`src/rtl/uart_transmitter_if.sv`:
```
// Byte handshake between a host and uart_transmitter.
//   tx_data  : byte offered by the host
//   tx_valid : host has a byte on tx_data
//   tx_ready : transmitter holding register is empty; a byte is taken on
//              any rising edge where tx_valid && tx_ready
// master = host side, slave = transmitter side.
interface uart_transmitter_if;
    logic [7:0] tx_data;
    logic       tx_valid;
    logic       tx_ready;

    modport master (
        output tx_data,
        output tx_valid,
        input  tx_ready
    );

    modport slave (
        input  tx_data,
        input  tx_valid,
        output tx_ready
    );
endinterface

```
`src/rtl/uart_transmitter.sv`:
```
// Serial 8N1 UART transmitter. One byte per handshake is shifted out on tx
// as a start bit, 8 data bits LSB first and a stop bit. A one-entry holding
// register lets the host queue the next byte while a frame is on the line,
// so frames go out back-to-back with no idle gap.
//
// Ports:
//   clk_1MHz : clock, rising edge (frequency given by CLK_FREQ)
//   rst      : synchronous, active-high reset
//   host     : handshake interface (tx_data, tx_valid in; tx_ready out)
//   tx       : registered serial line, idles high
//   busy     : a frame is on the line
//   tx_done  : one-cycle pulse at the edge that ends a stop bit
module uart_transmitter #(
    parameter int CLK_FREQ  = 100_000_000,
    parameter int BAUD_RATE = 9600
) (
    input  logic                clk_1MHz,
    input  logic                rst,
    uart_transmitter_if.slave   host,
    output logic                tx,
    output logic                busy,
    output logic                tx_done
);

    localparam int          CLKS_PER_BIT = CLK_FREQ / BAUD_RATE;
    localparam logic [15:0] LAST_CNT     = 16'(CLKS_PER_BIT - 1);

    typedef enum logic [1:0] {
        IDLE,
        START,
        DATA,
        STOP
    } state_t;

    state_t      state;
    logic [7:0]  hold_data;
    logic        hold_full;
    logic [7:0]  shreg;
    logic [2:0]  bit_cnt;
    logic [15:0] cnt;
    logic        accept;
    logic        bit_end;

    // Ready depends only on the holding register, so an accept can never
    // coincide with the FSM draining that register on the same edge.
    assign host.tx_ready = !hold_full;
    assign accept        = host.tx_valid && !hold_full;
    assign bit_end       = (cnt == LAST_CNT);

    always_ff @(posedge clk_1MHz) begin
        if (rst) begin
            state     <= IDLE;
            tx        <= 1'b1;
            busy      <= 1'b0;
            tx_done   <= 1'b0;
            hold_full <= 1'b0;
            shreg     <= 8'd0;
            bit_cnt   <= 3'd0;
            cnt       <= 16'd0;
        end else begin
            tx_done <= 1'b0;

            if (accept) begin
                hold_full <= 1'b1;
                hold_data <= host.tx_data;
            end

            // Outputs are assigned for the state being entered, so tx and
            // busy change on the same edge as the state transition.
            case (state)
                IDLE: begin
                    tx   <= 1'b1;
                    busy <= 1'b0;
                    if (hold_full) begin
                        shreg     <= hold_data;
                        hold_full <= 1'b0;
                        cnt       <= 16'd0;
                        tx        <= 1'b0;
                        busy      <= 1'b1;
                        state     <= START;
                    end
                end

                START: begin
                    if (bit_end) begin
                        cnt     <= 16'd0;
                        bit_cnt <= 3'd0;
                        tx      <= shreg[0];
                        state   <= DATA;
                    end else begin
                        cnt <= cnt + 16'd1;
                    end
                end

                DATA: begin
                    if (bit_end) begin
                        cnt   <= 16'd0;
                        shreg <= shreg >> 1;
                        if (bit_cnt == 3'd7) begin
                            tx    <= 1'b1;
                            state <= STOP;
                        end else begin
                            // Next data bit is the one about to shift into bit 0.
                            tx      <= shreg[1];
                            bit_cnt <= bit_cnt + 3'd1;
                        end
                    end else begin
                        cnt <= cnt + 16'd1;
                    end
                end

                STOP: begin
                    if (bit_end) begin
                        cnt     <= 16'd0;
                        tx_done <= 1'b1;
                        if (hold_full) begin
                            // Chain straight into the next start bit.
                            shreg     <= hold_data;
                            hold_full <= 1'b0;
                            tx        <= 1'b0;
                            state     <= START;
                        end else begin
                            busy  <= 1'b0;
                            state <= IDLE;
                        end
                    end else begin
                        cnt <= cnt + 16'd1;
                    end
                end

                default: begin
                    tx    <= 1'b1;
                    busy  <= 1'b0;
                    state <= IDLE;
                end
            endcase
        end
    end

endmodule

```
`src/flat_wrapper.sv`:
```
// flat-port wrapper written by rule: the top's interface ports become plain ports
module uart_transmitter_flat 
#(
    parameter int CLK_FREQ  = 100_000_000,
    parameter int BAUD_RATE = 9600
)
  (clk_1MHz, rst, tx, busy, tx_done, host_tx_data, host_tx_valid, host_tx_ready);
  uart_transmitter_if host_i ();
  input  logic clk_1MHz;
  input  logic rst;
  output logic tx;
  output logic busy;
  output logic tx_done;
  input wire logic [$bits(host_i.tx_data)-1:0] host_tx_data;
  input wire logic [$bits(host_i.tx_valid)-1:0] host_tx_valid;
  output wire logic [$bits(host_i.tx_ready)-1:0] host_tx_ready;
  assign host_i.tx_data = host_tx_data;
  assign host_i.tx_valid = host_tx_valid;
  assign host_tx_ready = host_i.tx_ready;
  uart_transmitter #(.CLK_FREQ(CLK_FREQ), .BAUD_RATE(BAUD_RATE)) u_core (.clk_1MHz(clk_1MHz), .rst(rst), .host(host_i), .tx(tx), .busy(busy), .tx_done(tx_done));
endmodule
```
`config.mk`:
```
export PLATFORM = sky130hd
export DESIGN_NAME = uart_transmitter_flat
export DESIGN_NICKNAME = d
export VERILOG_FILES = /design/src/rtl/uart_transmitter_if.sv /design/src/rtl/uart_transmitter.sv /design/src/flat_wrapper.sv
export SDC_FILE = /design/constraint.sdc
export NUM_CORES = 1
export LEC_CHECK = 0
export ABC_AREA = 1
export CORE_MARGIN = 8
export CORE_UTILIZATION = 46
export DETAILED_ROUTE_END_ITERATION = 6
export PLACE_DENSITY_LB_ADDON = 0.05
export SLEW_MARGIN = 0
export SYNTH_ARGS = -nofsm -noshare
export SYNTH_HDL_FRONTEND = slang
export SYNTH_SLANG_ARGS = --single-unit
```
`constraint.sdc`:
```
create_clock -name clk_1MHz -period 1.8 [get_ports clk_1MHz]
set_input_delay 0.18 -clock clk_1MHz [delete_from_list [all_inputs] [get_ports clk_1MHz]]
set_output_delay 0.18 -clock clk_1MHz [all_outputs]
set_load 0.01 [all_outputs]
```
==> results list <==
- Largest net degree at the start of global routing: 16
- Critical path type: register to register
- Sinks on the clock net: 41
- Flop and latch count out of synthesis: approximately 40
- Iter 0 DRT Violations: 111
- I/O pin cnt: 15
- Ranking of synthesized cells by instance count: 102 x sky130_fd_sc_hd__nand2_1, 34 x sky130_fd_sc_hd__nand3_1, 33 x sky130_fd_sc_hd__a21oi_1, 33 x sky130_fd_sc_hd__dfxtp_1, 28 x sky130_fd_sc_hd__nor2_1
* Cell area after synthesis: 2140 sq um
- The floorplan has 25 rows.
- Antenna Cells: 0
- The slowest stage of the critical path belongs to the cell sky130_fd_sc_hd__dfxtp_1.
- In this run the clock root is driven by a sky130_fd_sc_hd__clkbuf_8.
* Result of the run: completed
- Routed WL: between 4000 and 5000 um
- Net count of the finished layout: 352
- The number of slew-limit violations in the final report was 0.
- Along the worst path, the maximum fanout reaches 5.
- The number of nets in the synthesized netlist is 327.
- Finished layout cell area: between 2000 and 3000 sq um
- Worst path arrival time: roughly 1.8 ns
* Largest buffer count on any clock path: 2
- Remaining number of nets flagged by the antenna check after routing: 0
* P_leak: 0.998 nW
- Buffers inserted during clock tree synthesis total 5.
* Fraction of layout cells with a size suffix above 1: 0.0866
- Clock latency on the worst-skew pair, taken at its later pin, is slightly below 0.3 ns.
* Proportion of synthesized chip area in sequential cells: 0.420
- Initial Util: 0.466
* Sequence of cells on the critical path: ha_1, nand2_1, nor2_1, nand2_1, inv_1, nor2_1, nand3b_1, a21oi_1
- Cell internal pwr: 1.74 mW
- Number of synthesized flops with an enable pin: 8
* Required arrival time at the worst endpoint: 2.02 ns
- For the final database, setup skew stands at ~0.0046 ns.
* Filler Cells Inserted: 462
* Die X-Extent: 84.3 um
- Routability-driven placement finished with a final weighted congestion of 0.853.
- The die covers between 7000 and 8000 sq um.
- Final setup vio count: 0
- Dividing total power by cell area gives a power density of 1110 nW/um^2.
- Unrepaired setup endpoints after global routing: no
- Post-synthesis cell count: between 300 and 400
* Number of warnings reported in the yosys synthesis log: 0
- Synth top area share: 0.308
* Final Cycle Share: 0.879
- Final period demand of the worst path: around 1.6 ns
- The synthesized design spends more area on one cell type than any other, namely sky130_fd_sc_hd__dfxtp_1.
* Peak supply drop: 0.487 mV
* Worst relative slew slack: 0.676
- Number of hold buffers added after cts: 0
* Layout overhead on the synthesized area: 16.8%
* Worst Setup Start Kind: register
- Ranking of synthesized cells by area: sky130_fd_sc_hd__dfxtp_1 31%, sky130_fd_sc_hd__nand2_1 18%, sky130_fd_sc_hd__edfxtp_1 11%, sky130_fd_sc_hd__nand3_1 7.9%, sky130_fd_sc_hd__a21oi_1 7.7%
- Placed inst area: 2400 sq um
- The via count of the first global-routing pass was 1,742.
* Reg power frac: 0.415
* Distinct cell type count of the synthesized netlist: 28
* Net switching component of the power: 1.03 mW
- Summed over all failing endpoints, the final setup total negative slack is 0 ns.
* Final HPWL DP: 3400 um
- For the pin with the worst max-slew slack, the measured transition is 0.486 ns.
- Of all flip-flops after synthesis, the portion carrying an async set or reset was 0.
- Buffers placed on the I/O ports in this run total 14.
- HP Class: input pin to register
- The number of setup buffers added after CTS is 0.
- # resized after CTS: 0
- Overflow left after global routing: 0
- TritonCTS clock tree: done
- After detailed routing, the number of remaining DRC violations is 0.
* Switching power as a share of total power: 0.372
- Clock share of power: 0.209
* Global-route wire length before repair: 8000 um
* Achievable frequency: 632 MHz
* GRT Total Usage: 0.135
- Dividing the detail-routed via count by the number of cells gives 5.04.
* Die Y: 84.3 um
- Before antenna repair, the detailed router went through 5 iterations.
- Mean cell area of the mapped netlist: 6.94 sq um
- sky130_fd_sc_hd__nand2_1 is the most common cell in the netlist.
* Total vias in the final route: 1,959
- The largest single stage delay on the critical path is between 0.3 and 0.4 ns.
- Clock-pin slew was measured on the worst setup and hold paths at 0.08 ns.
- The total count of hold-check failures in the final report is 0.
* Setup crit end kind: register
- In this run the number of H-tree levels came out at 2.
- Placeable Area: 4600 sq um
- Number of antenna violations at the first check in global routing: 0
- Internal reg-to-reg setup slack: 0.22 ns
* Most instantiated flip-flop cell in the synthesis netlist: sky130_fd_sc_hd__dfxtp_1
* WL per Instance: 11.9 um
- The share of total power dissipated in combinational logic is 0.376.
- Max-cap violations in this run came to 0.
==> kinds of logic after synthesis <==
family / Yosys count / synth area share
compound gates: 45 / 0.111
fa+ha+maj: 7 / 0.0409
mux: 1 / 0.00467
simple gates: 180 / 0.356
flops: 41 / 0.420
buf+inv: 35 / 0.0677
==> worst max-delay path, delay by kind of cell, from the launching register on <==
kind | cells | cell delay (ns)
buffers and inverters | 1 | 0.14
AND/OR/NAND/NOR | 5 | 0.67
adder cells (fa/ha/maj) | 1 | 0.21
AO/OA/AOI/OAI | 1 | 0.12
flip-flops | 1 | 0.38
==> sequential cells by signal, summed over array words and instances, names as in the netlist <==
signal / cells
u_core.tx_done: 1
u_core.busy: 1
u_core.shreg: 8
u_core.hold_data: 8
u_core.hold_full: 1
u_core.tx: 1
u_core.bit_cnt: 3
u_core.cnt: 16
u_core.state: 2
==> area by class of cell <==
| cell class | instances | area (sq um) | share of cell area |
|---|---|---|---|
| Clock buffer | 5 | 68.8 | 0.0275 |
| Clock inverter | 3 | 12.5 | 0.00500 |
| Inverter | 27 | 101 | 0.0405 |
| Multi-Input combinational cell | 233 | 1120 | 0.448 |
| Sequential cell | 41 | 901 | 0.360 |
| Tap cell | 54 | 67.6 | 0.0270 |
| Timing Repair Buffer | 26 | 230 | 0.0920 |
==> through the flow <==
step           utilization  cells  worst slack, ns  power (mW)  hold slack [ns]
2_1_floorplan            -    309            0.344        1.84            0.279
3_3_place_gp         0.521    381            0.162        2.19            0.435
3_5_place_dp         0.521    381            0.127        2.19            0.437
4_1_cts              0.539    389            0.113        2.77            0.436
5_1_grt              0.544    389           0.0259        2.99            0.430
6_report             0.544    389            0.217        2.78            0.442
==> worst paths after layout <==
path	startpoint	to	depth (start not counted)
setup / recovery	u_core.cnt[1]	u_core.cnt[6]	8
hold / removal	host_tx_data[2]	u_core.hold_data[2]	1
setup reg to reg	u_core.cnt[1]	u_core.cnt[6]	8
hold reg to reg	u_core.bit_cnt[1]	u_core.bit_cnt[1]	2
==> per-layer routing <==
metal,track usage,share of wire
met5,0,0
met3,0.0358,0.040
met4,0.0471,0.012
met1,0.179,0.52
met2,0.203,0.43
==> power by group through the flow <==
stage | clock network [mW] | registers [mW] | logic (mW)
after global placement | 0 | 1.17 | 1.02
after floorplan | 0 | 1.16 | 0.686
after detailed placement | 0 | 1.17 | 1.02
final | 0.581 | 1.15 | 1.04
after CTS | 0.595 | 1.15 | 1.02
after global routing | 0.636 | 1.17 | 1.19
==> layout by cell type, fill, tap and decap left out, drive strengths merged, types with 2 or more instances in the layout <==
cell type	synthesis	final
a21oi	33	33
and2	2	2
buf	4	12
clkbuf	4	5
clkdlybuf4s50	0	14
clkinv	1	4
dfxtp	33	33
edfxtp	8	8
ha	7	7
inv	26	26
nand2	105	105
nand3	35	35
nand3b	2	2
nor2	30	30
nor3	2	2
o21ai	7	7
o21bai	3	3
or2	3	3
No activity file was read; power rests on OpenSTA's default activity.
